[src/rtl/fetch_stage.sv]
// fetch_stage: instruction-fetch front end feeding the IF/ID pipeline register.
//
// The block owns the fetch PC and issues word-aligned requests to a
// synchronous instruction memory with one cycle of read latency. Returned
// words land in a small skid FIFO, so a decode stall never loses an
// instruction. A branch redirect from execute flushes the FIFO, drops any
// in-flight return and restarts fetch at the target.
//
// Ports:
//   clk           system clock, rising edge
//   reset         asynchronous active-low reset
//   BranchTaken   redirect request from execute
//   BranchTarget  redirect address; bits [1:0] are ignored
//   StallD        decode cannot accept this cycle
//   IMemReq       fetch request strobe
//   IMemAddr      word-aligned fetch address
//   IMemData      instruction word, valid the cycle after IMemReq
//   InstrF        instruction at the FIFO head (0 when not valid)
//   PCF           address of InstrF (0 when not valid)
//   PCPlus4F      PCF + 4 (0 when not valid)
//   ValidF        InstrF/PCF/PCPlus4F hold a real instruction
module fetch_stage #(
    parameter int unsigned      WIDTH     = 32,
    parameter logic [WIDTH-1:0] RESET_PC  = '0,
    parameter int unsigned      BUF_DEPTH = 2
) (
    input  logic             clk,
    input  logic             reset,
    input  logic             BranchTaken,
    input  logic [WIDTH-1:0] BranchTarget,
    input  logic             StallD,
    output logic             IMemReq,
    output logic [WIDTH-1:0] IMemAddr,
    input  logic [WIDTH-1:0] IMemData,
    output logic [WIDTH-1:0] InstrF,
    output logic [WIDTH-1:0] PCF,
    output logic [WIDTH-1:0] PCPlus4F,
    output logic             ValidF
);

    localparam int unsigned PtrW = (BUF_DEPTH > 1) ? $clog2(BUF_DEPTH) : 1;
    // Wide enough to hold count + inflight, which can reach BUF_DEPTH + 1 transiently.
    localparam int unsigned OccW = PtrW + 2;

    logic [WIDTH-1:0] fetch_pc_q, fetch_pc_d;
    logic             inflight_q, inflight_d;
    logic [WIDTH-1:0] inflight_pc_q, inflight_pc_d;
    logic [WIDTH-1:0] buf_instr_q [BUF_DEPTH];
    logic [WIDTH-1:0] buf_instr_d [BUF_DEPTH];
    logic [WIDTH-1:0] buf_pc_q [BUF_DEPTH];
    logic [WIDTH-1:0] buf_pc_d [BUF_DEPTH];
    logic [PtrW-1:0]  head_q, head_d;
    logic [PtrW-1:0]  tail_q, tail_d;
    logic [OccW-1:0]  count_q, count_d;

    logic            valid;
    logic            pop;
    logic            push;
    logic            issue;
    logic [OccW-1:0] occupancy;

    always_comb begin
        valid     = (count_q != '0);
        pop       = valid & ~StallD & ~BranchTaken;
        // A return arriving during a redirect belongs to the squashed path.
        push      = inflight_q & ~BranchTaken;
        // Slots committed after this edge if nothing new is requested; issue only
        // while that leaves room for the word we are about to ask for.
        occupancy = count_q + OccW'(inflight_q) - OccW'(pop);
        // Gated by reset so no request escapes while reset is held low.
        issue     = reset & ~BranchTaken & (occupancy < OccW'(BUF_DEPTH));

        fetch_pc_d    = fetch_pc_q;
        inflight_d    = 1'b0;
        inflight_pc_d = inflight_pc_q;
        buf_instr_d   = buf_instr_q;
        buf_pc_d      = buf_pc_q;
        head_d        = head_q;
        tail_d        = tail_q;
        count_d       = count_q;

        if (BranchTaken) begin
            fetch_pc_d = {BranchTarget[WIDTH-1:2], 2'b00};
            head_d     = '0;
            tail_d     = '0;
            count_d    = '0;
        end else begin
            if (issue) begin
                fetch_pc_d    = fetch_pc_q + WIDTH'(4);
                inflight_d    = 1'b1;
                inflight_pc_d = fetch_pc_q;
            end
            if (push) begin
                buf_instr_d[tail_q] = IMemData;
                buf_pc_d[tail_q]    = inflight_pc_q;
                tail_d              = tail_q + PtrW'(1);
            end
            if (pop) begin
                head_d = head_q + PtrW'(1);
            end
            count_d = count_q + OccW'(push) - OccW'(pop);
        end
    end

    always_ff @(posedge clk or negedge reset) begin
        if (!reset) begin
            fetch_pc_q    <= RESET_PC;
            inflight_q    <= 1'b0;
            inflight_pc_q <= '0;
            head_q        <= '0;
            tail_q        <= '0;
            count_q       <= '0;
            for (int i = 0; i < int'(BUF_DEPTH); i++) begin
                buf_instr_q[i] <= '0;
                buf_pc_q[i]    <= '0;
            end
        end else begin
            fetch_pc_q    <= fetch_pc_d;
            inflight_q    <= inflight_d;
            inflight_pc_q <= inflight_pc_d;
            head_q        <= head_d;
            tail_q        <= tail_d;
            count_q       <= count_d;
            buf_instr_q   <= buf_instr_d;
            buf_pc_q      <= buf_pc_d;
        end
    end

    always_comb begin
        IMemReq  = issue;
        IMemAddr = fetch_pc_q;
        ValidF   = valid;
        InstrF   = valid ? buf_instr_q[head_q] : '0;
        PCF      = valid ? buf_pc_q[head_q] : '0;
        PCPlus4F = valid ? (buf_pc_q[head_q] + WIDTH'(4)) : '0;
    end

endmodule
[config.mk]
export PLATFORM = sky130hd
export DESIGN_NAME = fetch_stage
export DESIGN_NICKNAME = d
export VERILOG_FILES = /design/src/rtl/fetch_stage.sv
export SDC_FILE = /design/constraint.sdc
export NUM_CORES = 1
export LEC_CHECK = 0
export CORE_MARGIN = 2
export CORE_UTILIZATION = 25
export CTS_CLUSTER_DIAMETER = 200
export DETAILED_ROUTE_END_ITERATION = 12
export MAX_ROUTING_LAYER = met4
export PLACE_DENSITY_LB_ADDON = 0.08
export REMOVE_ABC_BUFFERS = 1
export SLEW_MARGIN = 0
export SYNTH_ARGS = -nofsm -noshare
export SYNTH_HDL_FRONTEND = slang
export SYNTH_SLANG_ARGS = --single-unit
[constraint.sdc]
create_clock -name clk -period 4.35 [get_ports clk]
set_input_delay 0.6525 -clock clk [delete_from_list [all_inputs] [get_ports clk]]
set_output_delay 0.6525 -clock clk [all_outputs]
set_load 0.01 [all_outputs]
### Word level (Yosys, flattened, before mapping)

Cells that the tools add are included.

| word-level totals | value |
|---|---|
| input port bits | 68 |
| logic and storage cells | 60 |
| flip-flop bits (word level) | 198 |
| output and inout port bits | 130 |

| operators by class | value |
|---|---|
| $add $sub $neg | 8 |
| bitwise gates (word level) | 9 |
| order comparisons | 4 |
| reductions and logical operators | 7 |
| muxes and demuxes | 22 |

Operators by type and width:

| operator | count |
|---|---|
| 2-to-1 mux 32 bit | 12 |
| bitwise mux 64 bit | 2 |
| adder 32 x 3 -> 32 bit, second input constant | 2 |
| demux 32 bit (select 1 bit) | 1 |
| adder 3 x 1 -> 3 bit | 2 |
| 2-to-1 mux 1 bit | 6 |
| nonzero test 2 bit | 3 |
| subtractor 3 x 1 -> 3 bit | 2 |
| bitwise AND 1 bit | 5 |
| >= comparator 2 bit, second input constant | 2 |
| NOT 1 -> 2 bit | 2 |
| AND reduction 2 bit | 2 |
| < comparator 3 x 2 -> 1 bit, second input constant | 1 |
| 2-to-1 mux 3 bit | 1 |
| nonzero test 3 bit | 1 |
| adder 1 bit, second input constant | 2 |
| < comparator 2 x 1 -> 1 bit, second input constant | 1 |
| NOT 1 bit | 2 |
| logical AND 1 bit | 1 |

### Depth between registers and ports, before layout

| depth | value |
|---|---|
| depth in word-level cells | 8 |
| depth in mapped cells | 12 |
| gate-level depth less buffers | 10 |

### Worst setup path after synthesis

No wires, ideal clock.

| timing | value |
|---|---|
| path type | input-to-output |
| start point | input port BranchTaken |
| end point | output port IMemReq |
| arrival | 3,036 ps |
| path slack | 661 ps |
| stages | 10 |
| path buffers | 4 |
| data required time | 3,697 ps |
| cells stage by stage | clkbuf_1 -> buf_1 -> o21a_1 -> o21ai_0 -> fa_1 -> xor3_1 -> or3_4 -> clkinv_2 -> buf_2 -> buf_1 |

| between the ends | value |
|---|---|
| word-level cells in the longest chain between the ends | 5 |
| elaborated cells between the ends (all ways) | 6 |
| classes of those cells | 1 x add/sub; 1 x order compare; 4 x bitwise |

Ends and longest elaborated chain:

| what | RTL line | RTL |
|---|---|---|
| start: declaration | 29 | `input logic BranchTaken,` |
| NOT 1 bit (no line) (*) | n/a |  |
| bitwise AND 1 bit | 64 | `pop = valid & ~StallD & ~BranchTaken;` |
| subtractor 3 x 1 -> 3 bit | 69 | `occupancy = count_q + OccW'(inflight_q) - OccW'(pop);` |
| < comparator 3 x 2 -> 1 bit | 71 | `issue = reset & ~BranchTaken & (occupancy < OccW'(BUF_DEPTH));` |
| bitwise AND 1 bit (*) | 71 |  |
| end: declaration | 32 | `output logic IMemReq,` |

Every way passes the cells marked *; elsewhere a longest branch is shown, timed or not.

### Worst setup path in the final report

| timing | value |
|---|---|
| start point | register head_q |
| end point | output port PCPlus4F[26] |

| between the ends | value |
|---|---|
| word-level cells in the longest chain between the ends | 6 |

Ends and longest elaborated chain:

| what | RTL line | RTL |
|---|---|---|
| start: declaration | 52 | `logic [PtrW-1:0] head_q, head_d;` |
| start signal: assignment | 110 | `head_q <= '0;` |
| start signal: assignment | 121 | `head_q <= head_d;` |
| NOT 1 -> 2 bit (implied by the code) | 135 | `PCPlus4F = valid ? (buf_pc_q[head_q] + WIDTH'(4)) : '0;` |
| 2-to-1 mux 32 bit (implied by the code) (3 in a row) | 135 |  |
| adder 32 x 3 -> 32 bit | 135 |  |
| 2-to-1 mux 32 bit | 135 |  |
| end: declaration | 37 | `output logic [WIDTH-1:0] PCPlus4F,` |

No other way between the ends. The select of a mux whose other input is x is not followed.

==> results.yml <==
final_layout:
  most_common_cell_after_layout_fill_and_taps_aside: "sky130_fd_sc_hd__dfrtp_1"
  ratio_of_cells_with_drive_above_1_in_the_final_layout_pct: 18.2
  areaGrowthSynthToFinish_pct: 32.0
  antenna-diode-count: 0
  stdcell_area_mm2: 0.0128
  most-common-layout-cells: "sky130_fd_sc_hd__dfrtp_1, sky130_fd_sc_hd__clkdlybuf4s50_1, sky130_fd_sc_hd__nand2_1"
  final_net_count: 1171
setup_path:
  critical_path_source_type: "flop"
  worstPathArrival_ps: 3480
  ff_to_ff_start: "count_q[1]$_DFF_PN0_"
  critical_path_class: "flop to output port"
  timing.critical_path.required_ps: 3700
  reg2reg_depth: 11
  critical_path_peak_fanout: 21
  critical_path.max_stage_delay_ps: 630
  crit_path_cell_trace: "buf_16, nand3b_1, a221oi_4, nand3_2, a2111oi_1, mux2_2, clkdlybuf4s50_1"
  timing.reg2reg.setup_slack_ps: 1070
  r2r-end: "IMemAddr[29]$_DFFE_PN0P_"
  critical_path.n_buffers_inverters: 2
  critical_path.top_delay_family: "compound AO/OA/AOI/OAI gates"
  critical_path.endpoint_type: "output port"
  crit_path_top_delay_cell: "sky130_fd_sc_hd__dfrtp_4"
synth:
  synth.lib_cells_used.distinct: 63
  combinational_family_with_the_most_area_after_synthesis: "multiplexers"
  post_synthesis_adder_cell_area_fraction_pct: 0.797
  synth_warnings: 0
  postSynthAreaPerCell_um2: 10.6
  synth-compound-area-share_pct: 7.14
  post_synth_and_or_nand_nor_area_fraction_pct: 16.6
  yosys_register_bits: 190
  synth-seq-area-share_pct: 48.9
  post_synth_mux_area_share_pct: 21.1
  synth_cells: 920
  post_synth_instance_area_mm2: 0.00973
  yosys_most_used_dff: "sky130_fd_sc_hd__dfrtp_1"
  yosys.area_share.xor_xnor_pct: 2.05
  synth-edff-count: 0
  postSynth.asyncResetShare_pct: 100
timing:
  worst_margin_pin_slew_ps: 984
  fin_crit_sh_pct: 95.0
  worst_slew_margin_rel_pct: 34.4
  final-max-slew-violation-count: 0
  post-route-min-period_ps: 4130
  grt_setup_unrepaired: "false"
  max_freq_mhz: 242
  timing.final.setup_violations: 0
  holdWs_ps: 90.9
  finalHoldViolations: 0
  fin_worst_skew_ps: 7.24
pwr:
  netSwitchingPower_mw: 3.13
  cellPowerDensity_mw_per_mm2: 648
  internal_power_mw: 5.18
  switching_share_pct: 37.7
  pwr-share-comb_pct: 44.1
  maximum_vdd_drop_mv: 0.436
  seq_power_share_pct: 37.1
  power.share.clock_pct: 18.9
  static_leak_nw: 5.28
global_routing:
  grt_overflow: 0
  first_global_vias: 7677
  global_route.usage.total_pct: 15.1
  pin_count_of_the_biggest_net_entering_global_routing: 82
  grt_antenna_before_repair: 0
  grt_first_pass_wirelength_mm: 46.3
placed_design:
  dpl_cell_area_mm2: 0.0122
  gp_congestion: 0.755
  dp.final_hpwl_mm: 20.1
  io_buffer_count: 189
clocking:
  holdBufCountCts: 0
  clock_tree.buffer_depth: 2
  tritoncts_clock_tree: "done"
  clockRootBuffer: "sky130_fd_sc_hd__clkbuf_16"
  clock_sinks: 190
  cts_buffers: 17
  cts_htree_levels: 4
  clkSlewWorstSetupHoldPaths_ps: 70
  worstSkewPairLatency_ps: 440
floorplan:
  dieArea_mm2: 0.0405
  start_util_pct: 25.2
  die-height_um: 201
  io_pins: 198
  placementRows: 72
  core_area_mm2: 0.0386
  fp.dieW_um: 201
route:
  postRouteAntennaNets: 0
  drt-wirelength-per-cell_um: 17.9
  drc_violation_count_after_routing: 0
  routed_via_count: 7501
  drtIter0Drc: 345
  detail_route.wirelength_mm: 29.1
  viasPerCell: 4.60
  drt_first_pass_iters: 4
flow_run:
  drv.max_cap_violation_count: 0
worst_hold_path:
  hp-class: "input port to asynchronous set/reset pin"
status:
  status: "finished clean"
## cells in the mapped netlist (8+ instances only)
master                     count  area [um2]
sky130_fd_sc_hd__a21oi_1       9        45.0
sky130_fd_sc_hd__o311ai_0     22         193
sky130_fd_sc_hd__dfrtp_1     190        4750
sky130_fd_sc_hd__mux2i_1      59         591
sky130_fd_sc_hd__nand4_1      12        75.1
sky130_fd_sc_hd__nor2_1       90         338
sky130_fd_sc_hd__nand3_1      29         145
sky130_fd_sc_hd__inv_1        10        37.5
sky130_fd_sc_hd__xnor2_1      16         140
sky130_fd_sc_hd__clkbuf_1     32         120
sky130_fd_sc_hd__mux2_2      130        1460
sky130_fd_sc_hd__nand2_1     146         548
sky130_fd_sc_hd__o211ai_1      8        60.1
sky130_fd_sc_hd__nor3_1       14        70.1
sky130_fd_sc_hd__o21ai_0      23         115
sky130_fd_sc_hd__buf_2        14        70.1
## per-layer routing
metal	share of wire, %	global-route usage [%]	vias to the layer above
met1	50	20.8	3726
met3	2.6	2.33	14
met2	46	23.1	144
met4	1.1	4.28	0
li1	-	-	3617
met5	0	-	-
## logic make-up (layout without fill, tap and decap cells)
family / count (synthesis) / count (layout)
XOR/XNOR: 21 / 21
buffers and inverters: 72 / 258
other: 1 / 6
multiplexers: 189 / 189
adder cells (fa/ha/maj): 5 / 5
AO/OA/AOI/OAI: 95 / 95
flip-flops: 190 / 190
AND/OR/NAND/NOR: 347 / 347
## worst max-delay path by stage
stage	startpoint	endpoint	slack (ps)	cells past startpoint
2_1_floorplan	count_q[1]$_DFF_PN0_	IMemAddr[24]$_DFFE_PN0P_	-3180	9
3_3_place_gp	StallD	IMemAddr[29]$_DFFE_PN0P_	410	11
3_5_place_dp	StallD	IMemReq	360	8
4_1_cts	head_q$_DFFE_PN0P_	PCPlus4F[26]	30	7
5_1_grt	head_q$_DFFE_PN0P_	PCPlus4F[18]	20	7
6_report	head_q$_DFFE_PN0P_	PCPlus4F[26]	220	7
## worst register-to-register path, cell delays in order (launching register included)
cell	delay, ps
sky130_fd_sc_hd__dfrtp_1	480
sky130_fd_sc_hd__nor3_2	110
sky130_fd_sc_hd__nor4_1	250
sky130_fd_sc_hd__o21ai_0	190
sky130_fd_sc_hd__fa_1	400
sky130_fd_sc_hd__xor3_1	210
sky130_fd_sc_hd__or3_4	390
sky130_fd_sc_hd__clkinv_2	70
sky130_fd_sc_hd__buf_4	190
sky130_fd_sc_hd__nand3_1	320
sky130_fd_sc_hd__o311ai_0	450
sky130_fd_sc_hd__nand3_1	110
## cell type report
class,instances,area [um2]
clock buffer,20,447
timing repair buffer,214,2110
clock inverter,12,129
tap,518,648
sequential,190,4760
multi-input combinational,663,4700
fill,4014,25700
inverter,12,46.3
## flip-flops by register name, summed over array words and instances (netlist names)
signal / cells
head_q: 1
inflight_pc_q: 30
IMemAddr: 30
buf_pc_q: 60
tail_q: 1
inflight_q: 1
count_q: 3
buf_instr_q: 64
## power groups by stage
stage | combinational [mW] | sequential [mW] | clock (mW)
after global placement | 3.67 | 3.13 | 0
final | 3.66 | 3.08 | 1.57
after detailed placement | 3.69 | 3.14 | 0
after global routing | 4.03 | 3.21 | 1.71
after floorplan | 2.11 | 3.02 | 0
after CTS | 3.70 | 3.11 | 1.64
## per-stage QoR
step	setup TNS, ps	util (%)	power [mW]	std cells	worst slack, ps
floorplan	-414650	-	5.13	865	-3180
global placement	0	31.7	6.80	1596	411
detailed placement	0	31.7	6.83	1596	362
CTS	0	33.2	8.45	1628	27.5
global route	0	33.3	8.95	1629	15.4
finish	0	33.3	8.31	1629	215
## timing repair
action                                  in CTS  in global routing
setup buffers                                0                  1
endpoints found under the setup margin       0                  5
gates resized for setup                      0                  1
(Power assumes the default switching activity.)
